--- src/rtl/gigerx_pkg.sv ---
// Shared definitions for the gigabit RX byte-count path: word layout,
// FSM encoding and a helper that packs a length/status word.
package gigerx_pkg;

    localparam int LENW   = 14;
    localparam int BCW    = 16;
    localparam int BC_ERR = 15;
    localparam int BC_OVS = 14;

    localparam logic [0:0] IDLE     = 1'b0;
    localparam logic [0:0] IN_FRAME = 1'b1;

    function automatic logic [BCW-1:0] bc_pack(input logic err, input logic ovs,
                                               input logic [LENW-1:0] len);
        logic [BCW-1:0] w;
        w              = {BCW{1'b0}};
        w[LENW-1:0]    = len;
        w[BC_OVS]      = ovs;
        w[BC_ERR]      = err;
        return w;
    endfunction

endpackage

--- src/rtl/gigerx_be_popcnt.sv ---
// Byte-enable to byte-count converter with a contiguity check
// (enables must run from bit 0 without gaps and be non-zero).
module gigerx_be_popcnt #(
    parameter int BEW = 8,
    parameter int CW  = $clog2(BEW + 1)
) (
    input  logic [BEW-1:0] be,
    output logic [CW-1:0]  cnt,
    output logic           contig
);

    logic [BEW-1:0] be_inc_s;

    // Population count of the enables.
    always_comb begin
        cnt = {CW{1'b0}};
        for (int i = 0; i < BEW; i++) begin
            cnt = cnt + CW'(be[i]);
        end
    end

    // A 0..01..1 pattern plus one is a power of two, so the AND is zero.
    assign be_inc_s = be + BEW'(1);
    assign contig   = (be != {BEW{1'b0}}) && ((be & be_inc_s) == {BEW{1'b0}});

endmodule

--- src/rtl/gigerx_bcnt_gen.sv ---
// RX byte-count generator: accumulates per-frame byte counts and pushes one
// {err, oversize, len} word per frame into the byte-count FIFO.
module gigerx_bcnt_gen #(
    parameter int DW   = 64,
    parameter int LENW = gigerx_pkg::LENW,
    parameter int BCW  = gigerx_pkg::BCW
) (
    input  logic            clk,
    input  logic            rst_n,
    input  logic            rx_val,
    input  logic            rx_sop,
    input  logic            rx_eop,
    input  logic [DW/8-1:0] rx_be,
    input  logic            rx_err,
    input  logic            bcnt_full,
    output logic            bcnt_wrreq,
    output logic [BCW-1:0]  bcnt_data,
    input  logic            clr_stats,
    output logic [31:0]     frame_cnt,
    output logic [15:0]     drop_cnt
);
    import gigerx_pkg::*;

    localparam int BEW = DW / 8;
    localparam int PCW = $clog2(BEW + 1);
    localparam logic [LENW-1:0] LEN_MAX = {LENW{1'b1}};

    logic [0:0]      state_r, state_n_s;
    logic [LENW-1:0] acc_r, acc_n_s;
    logic            ovs_r, ovs_n_s;
    logic            pend_vld_r, pend_vld_n_s;
    logic [BCW-1:0]  pend_word_r, pend_word_n_s;
    logic [31:0]     frame_cnt_r;
    logic [15:0]     drop_cnt_r, drop_n_s;
    logic [16:0]     drop_sum_s;
    logic [1:0]      drop_inc_s;

    logic [PCW-1:0]  pop_s;
    logic            contig_s;
    logic            eop_err_s;
    logic [LENW:0]   sum_beat_s, sum_eop_s;
    logic            c0_vld_s, c1_vld_s;
    logic [BCW-1:0]  c0_word_s, c1_word_s;
    logic            drain_s;

    function automatic logic [LENW-1:0] sat_len(input logic [LENW:0] s);
        if (s[LENW]) begin
            return LEN_MAX;
        end else begin
            return s[LENW-1:0];
        end
    endfunction

    gigerx_be_popcnt #(.BEW(BEW), .CW(PCW)) u_popcnt (
        .be     (rx_be),
        .cnt    (pop_s),
        .contig (contig_s)
    );

    assign eop_err_s  = rx_err | ~contig_s;
    assign sum_beat_s = {1'b0, acc_r} + (LENW+1)'(BEW);
    assign sum_eop_s  = {1'b0, acc_r} + (LENW+1)'(pop_s);
    assign drain_s    = pend_vld_r & ~bcnt_full;

    // Frame FSM: accumulate bytes and raise up to two commits per beat
    // (a missing-EOP abort plus a single-beat frame on the same SOP+EOP beat).
    always_comb begin
        state_n_s = state_r;
        acc_n_s   = acc_r;
        ovs_n_s   = ovs_r;
        c0_vld_s  = 1'b0;
        c0_word_s = {BCW{1'b0}};
        c1_vld_s  = 1'b0;
        c1_word_s = {BCW{1'b0}};
        if (rx_val) begin
            case (state_r)
                IDLE: begin
                    if (rx_sop && rx_eop) begin
                        c0_vld_s  = 1'b1;
                        c0_word_s = {eop_err_s, 1'b0, LENW'(pop_s)};
                    end else if (rx_sop) begin
                        state_n_s = IN_FRAME;
                        acc_n_s   = LENW'(BEW);
                        ovs_n_s   = 1'b0;
                    end else begin
                        state_n_s = IDLE;
                    end
                end
                IN_FRAME: begin
                    if (rx_sop) begin
                        c0_vld_s  = 1'b1;
                        c0_word_s = {1'b1, ovs_r, acc_r};
                        ovs_n_s   = 1'b0;
                        if (rx_eop) begin
                            c1_vld_s  = 1'b1;
                            c1_word_s = {eop_err_s, 1'b0, LENW'(pop_s)};
                            state_n_s = IDLE;
                            acc_n_s   = {LENW{1'b0}};
                        end else begin
                            acc_n_s   = LENW'(BEW);
                        end
                    end else if (rx_eop) begin
                        c0_vld_s  = 1'b1;
                        c0_word_s = {eop_err_s, ovs_r | sum_eop_s[LENW], sat_len(sum_eop_s)};
                        state_n_s = IDLE;
                        acc_n_s   = {LENW{1'b0}};
                        ovs_n_s   = 1'b0;
                    end else begin
                        acc_n_s   = sat_len(sum_beat_s);
                        ovs_n_s   = ovs_r | sum_beat_s[LENW];
                    end
                end
                default: begin
                    state_n_s = IDLE;
                    acc_n_s   = {LENW{1'b0}};
                    ovs_n_s   = 1'b0;
                end
            endcase
        end else begin
            state_n_s = state_r;
        end
    end

    // Pending slot: a commit takes the slot if it is free or draining;
    // the second commit of a double-commit beat always finds it occupied.
    always_comb begin
        pend_vld_n_s  = pend_vld_r & ~drain_s;
        pend_word_n_s = pend_word_r;
        drop_inc_s    = 2'd0;
        if (c0_vld_s) begin
            if (!pend_vld_r || drain_s) begin
                pend_vld_n_s  = 1'b1;
                pend_word_n_s = c0_word_s;
            end else begin
                pend_vld_n_s  = 1'b1;
                drop_inc_s    = 2'd1;
            end
            if (c1_vld_s) begin
                drop_inc_s = drop_inc_s + 2'd1;
            end else begin
                drop_inc_s = drop_inc_s;
            end
        end else begin
            drop_inc_s = 2'd0;
        end
    end

    // Saturating drop counter next value.
    always_comb begin
        drop_sum_s = {1'b0, drop_cnt_r} + 17'(drop_inc_s);
        if (drop_sum_s[16]) begin
            drop_n_s = 16'hFFFF;
        end else begin
            drop_n_s = drop_sum_s[15:0];
        end
    end

    // Frame FSM and pending-slot state.
    always_ff @(posedge clk or negedge rst_n) begin
        if (!rst_n) begin
            state_r     <= IDLE;
            acc_r       <= {LENW{1'b0}};
            ovs_r       <= 1'b0;
            pend_vld_r  <= 1'b0;
            pend_word_r <= {BCW{1'b0}};
        end else begin
            state_r     <= state_n_s;
            acc_r       <= acc_n_s;
            ovs_r       <= ovs_n_s;
            pend_vld_r  <= pend_vld_n_s;
            pend_word_r <= pend_word_n_s;
        end
    end

    // Statistics; a clear overrides any increment in the same cycle.
    always_ff @(posedge clk or negedge rst_n) begin
        if (!rst_n) begin
            frame_cnt_r <= 32'd0;
            drop_cnt_r  <= 16'd0;
        end else if (clr_stats) begin
            frame_cnt_r <= 32'd0;
            drop_cnt_r  <= 16'd0;
        end else begin
            frame_cnt_r <= frame_cnt_r + 32'(drain_s);
            drop_cnt_r  <= drop_n_s;
        end
    end

    assign bcnt_wrreq = drain_s;
    assign bcnt_data  = pend_word_r;
    assign frame_cnt  = frame_cnt_r;
    assign drop_cnt   = drop_cnt_r;

endmodule

--- config.mk ---
export PLATFORM = sky130hd
export DESIGN_NAME = gigerx_bcnt_gen
export DESIGN_NICKNAME = d
export VERILOG_FILES = /design/src/rtl/gigerx_pkg.sv /design/src/rtl/gigerx_be_popcnt.sv /design/src/rtl/gigerx_bcnt_gen.sv
export SDC_FILE = /design/constraint.sdc
export NUM_CORES = 1
export LEC_CHECK = 0
export CAP_MARGIN = 20
export CORE_MARGIN = 4
export CORE_UTILIZATION = 29
export DETAILED_ROUTE_END_ITERATION = 8
export GPL_TIMING_DRIVEN = 1
export PLACE_DENSITY = 0.57
export SYNTH_ARGS = -nofsm -noshare
export SYNTH_HDL_FRONTEND = slang
export SYNTH_SLANG_ARGS = --single-unit
--- constraint.sdc ---
create_clock -name clk -period 4.1 [get_ports clk]
set_input_delay 0.82 -clock clk [delete_from_list [all_inputs] [get_ports clk]]
set_output_delay 0.82 -clock clk [all_outputs]
set_load 0.02 [all_outputs]
==> results.sh <==
export IMPL_status="finished with violations"
export IMPL_violations="setup timing"
export IMPL_synth_xor_area_frac=0.08262
export IMPL_ys_seq_elements=79
export IMPL_synthSimpleGateAreaFrac=0.2267
export IMPL_cp_start_kind="input pin"
export IMPL_dieHeight_um=133.4
export IMPL_cp_end_kind="register"
export IMPL_slew_headroom=0.3843
export IMPL_yosys_area_top_type="dfrtp_1"
export IMPL_crit_arrival_ps=4650
export IMPL_min_period_over_period=1.078
export IMPL_area_growth_pct=38.76
export IMPL_grt_max_degree=80
export IMPL_p_sw_frac=0.2718
export IMPL_cts_reportedPaths_clkPinSlew_ps=60
export IMPL_power_density_mw_per_mm2=302.2
export IMPL_hold_violations=0
export IMPL_core_area_mm2=0.01531
export IMPL_setup_violations=9
export IMPL_drt_iter0_markers=326
export IMPL_vias_per_cell=4.999
export IMPL_ant_nets=0
export IMPL_min_path_type="input pin to asynchronous set/reset pin"
export IMPL_synthTopCellsByCount="79 x dfrtp_1, 51 x nor2_1, 38 x nand2_1, 33 x a21oi_1, 27 x inv_1"
export IMPL_maxCapViolations=0
export IMPL_grt_pass1_vias=4003
export IMPL_synth_top_area_frac=0.4337
export IMPL_grt_ovfl_total=0
export IMPL_numCtsBuffers=9
export IMPL_p_int_mw=1.392
export IMPL_rr_worst_depth=12
export IMPL_cp_max_fo=2
export IMPL_dpl_cell_area_mm2=0.005821
export IMPL_muxShareOfSynthArea=0.01153
export IMPL_nets=635
export IMPL_worstPathRequired_ps=4330
export IMPL_routabilityCongestion=0.8733
export IMPL_clock_latency_ps=340
export IMPL_power_frac_comb=0.185
export IMPL_tightestPinTransition_ps=920.7
export IMPL_synth_fa_ha_area_frac=0.06972
export IMPL_p_leak_nw=2.611
export IMPL_h_tree_depth=3
export IMPL_drive_above_1_share=0.1512
export IMPL_setup_tns_ps=-1152
export IMPL_routedWlPerCell_um=15.03
export IMPL_synthTopCellsByArea="dfrtp_1 43%, xor2_1 4.8%, nor2_1 4.2%, ha_1 4.1%, a21oi_1 3.6%"
export IMPL_fmax_mhz=226.2
export IMPL_antenna_found_initial=0
export IMPL_synth_top_family_by_area="simple AND/OR/NAND/NOR gates"
export IMPL_synth_edf_count=0
export IMPL_synth_ff_type="dfrtp_1"
export IMPL_synthCells=488
export IMPL_final_area_mm2=0.006325
export IMPL_p_seq_frac=0.433
export IMPL_timing_rr_end="drop_cnt[0]"
export IMPL_p_total_mw=1.911
export IMPL_portBuffers=80
export IMPL_num_vias=4064
export IMPL_crit_end="bcnt_data[11]"
export IMPL_rsz0062_at_grt="true"
export IMPL_first_pass_iters=4
export IMPL_clkPwrFrac=0.383
export IMPL_grt_use_total=0.1396
export IMPL_clock_sinks=79
export IMPL_finClkSkew_ps=6.569
export IMPL_start_util=0.2976
export IMPL_switchingPower_mw=0.5195
export IMPL_r2r_slack_ps=970
export IMPL_avgSynthCellArea_um2=9.340
export IMPL_r2r_start="state_r"
export IMPL_dp_hpwl_mm=8.789
export IMPL_synth_compound_area_frac=0.1375
export IMPL_fin_ws_ps=-321.1
export IMPL_ir_drop_uv=250.3
export IMPL_yosysMostFrequentCell="dfrtp_1"
export IMPL_holdWs_ps=446.7
export IMPL_ctsLongestPathBuffers=2
export IMPL_synth_async_reset_ratio=1.000
export IMPL_antenna_cells=0
export IMPL_cts_tree="yes"
export IMPL_yosysSeqAreaShare=0.4337
export IMPL_cts_hold_buffers=0
export IMPL_drc_errors=0
export IMPL_slew_viol_final=0
export IMPL_clockRootBuffer="clkbuf_16"
export IMPL_yosys_warnings=0
export IMPL_syn_num_nets=525
export IMPL_dieArea_mm2=0.01779
export IMPL_syn_area_mm2=0.004558
export IMPL_io_pins=81
export IMPL_ys_types=57
export IMPL_grt_pass1_wl_mm=20.28
export IMPL_rows=45
export IMPL_worstSetupPathType="input pin to register"
export IMPL_fin_util=0.4130
export IMPL_drt_total_wl_mm=12.22
export IMPL_die_w_um=133.4
export IMPL_min_period_ps=4421
export IMPL_crit_path_start="rx_be[1]"
cell usage in the layout (no fill, tap or decap), types with 3 or more instances in the layout:
cell type and n:
nand4_1 20, or3_1 4, o21ai_0 15, fa_1 3
o21ai_1 7, a31oi_1 8, and3_1 6, inv_2 3
buf_6 4, nand2b_1 4, fa_2 3, nor3b_1 4
nand3_1 26, buf_4 32, a32o_1 3, nor3_4 3
xnor2_1 17, a22o_1 5, nor3_1 8, nor2_1 51
nand2_1 38, clkbuf_16 9, nor4_4 4, inv_1 22
nor4_2 3, nor2b_1 8, a21oi_1 32, clkdlybuf4s50_1 75
o21a_1 4, xor2_1 25, dfrtp_1 79, mux2i_1 3
ha_1 13, clkbuf_1 4, o31ai_1 6
metrics by stage:
step / cells / setup slack [ps]
after CTS: 807 / -463.1
after global routing: 813 / -406.2
after detailed placement: 790 / -1286
after global placement: 790 / -1207
after floorplan: 488 / -574.0
final: 813 / -321.1
cell families (layout without fill, tap and decap cells):
family	count (synthesis)	after routing
flops	79	79
mux	5	5
fa+ha+maj	22	22
xor+xnor	43	43
compound gates	100	100
simple gates	195	195
buf+inv	44	158
flip-flops by register name (all words and copies together) (netlist names):
register and count:
ovs_r 1, pend_vld_r 1, frame_cnt 32, bcnt_data 16, state_r 1, acc_r 12
drop_cnt 16
layer usage:
layer / share of wire / wire length (um) / GRT usage / vias to the layer above
li1: - / - / - / 1960
met1: 0.46 / 5641 / 0.1860 / 1996
met2: 0.47 / 5800 / 0.2221 / 92
met3: 0.044 / 538 / 0.02681 / 16
met4: 0.020 / 240 / 0.06057 / 0
met5: 0 / 0 / 0 / -
power by group through the flow:
stage	Clock (mW)	Sequential, mW	Combinational [mW]
finish	0.731	0.827	0.353
global route	0.788	0.829	0.389
CTS	0.752	0.826	0.332
detailed placement	0	0.840	0.302
global placement	0	0.840	0.294
floorplan	0	0.851	0.147
timing repair:
action                                  4_1_cts  5_1_grt
resized for setup                            39       12
endpoints found under the hold margin         0        0
pin swaps                                    20       16
buffers inserted                              3        5
endpoints found under the setup margin       15       15
critical path, stage by stage:
cell and delay [ps]:
buf_8 90, inv_8 30, ha_4 240, inv_2 30, fa_1 490, fa_1 430, fa_2 370, fa_2 560
inv_2 60, ha_4 260, a211o_4 130, a21oi_2 60, or3_4 330, or4_4 530, a32o_1 230
cell type report:
cell class                 instances  area (um^2)
inverter                          27        116.4
fill                            1514         8990
tap                              211        264.0
clock inverter                     1        5.005
sequential                        79         1977
timing repair buffer             116         1111
multi-input combinational        365         2597
clock buffer                      14        254.0
worst min-delay path by stage:
stage / slack, ps / from / depth (start not counted) / to
after floorplan: 460 / ovs_r / 2 / ovs_r
after global placement: 470 / bcnt_data[14] / 2 / bcnt_data[14]
after detailed placement: 470 / bcnt_data[4] / 2 / bcnt_data[4]
after CTS: 490 / bcnt_data[8] / 2 / bcnt_data[8]
after global routing: 470 / rst_n / 1 / frame_cnt[20]
final: 450 / rst_n / 1 / frame_cnt[20]
Note: power is estimated with default switching activity, not from simulation.
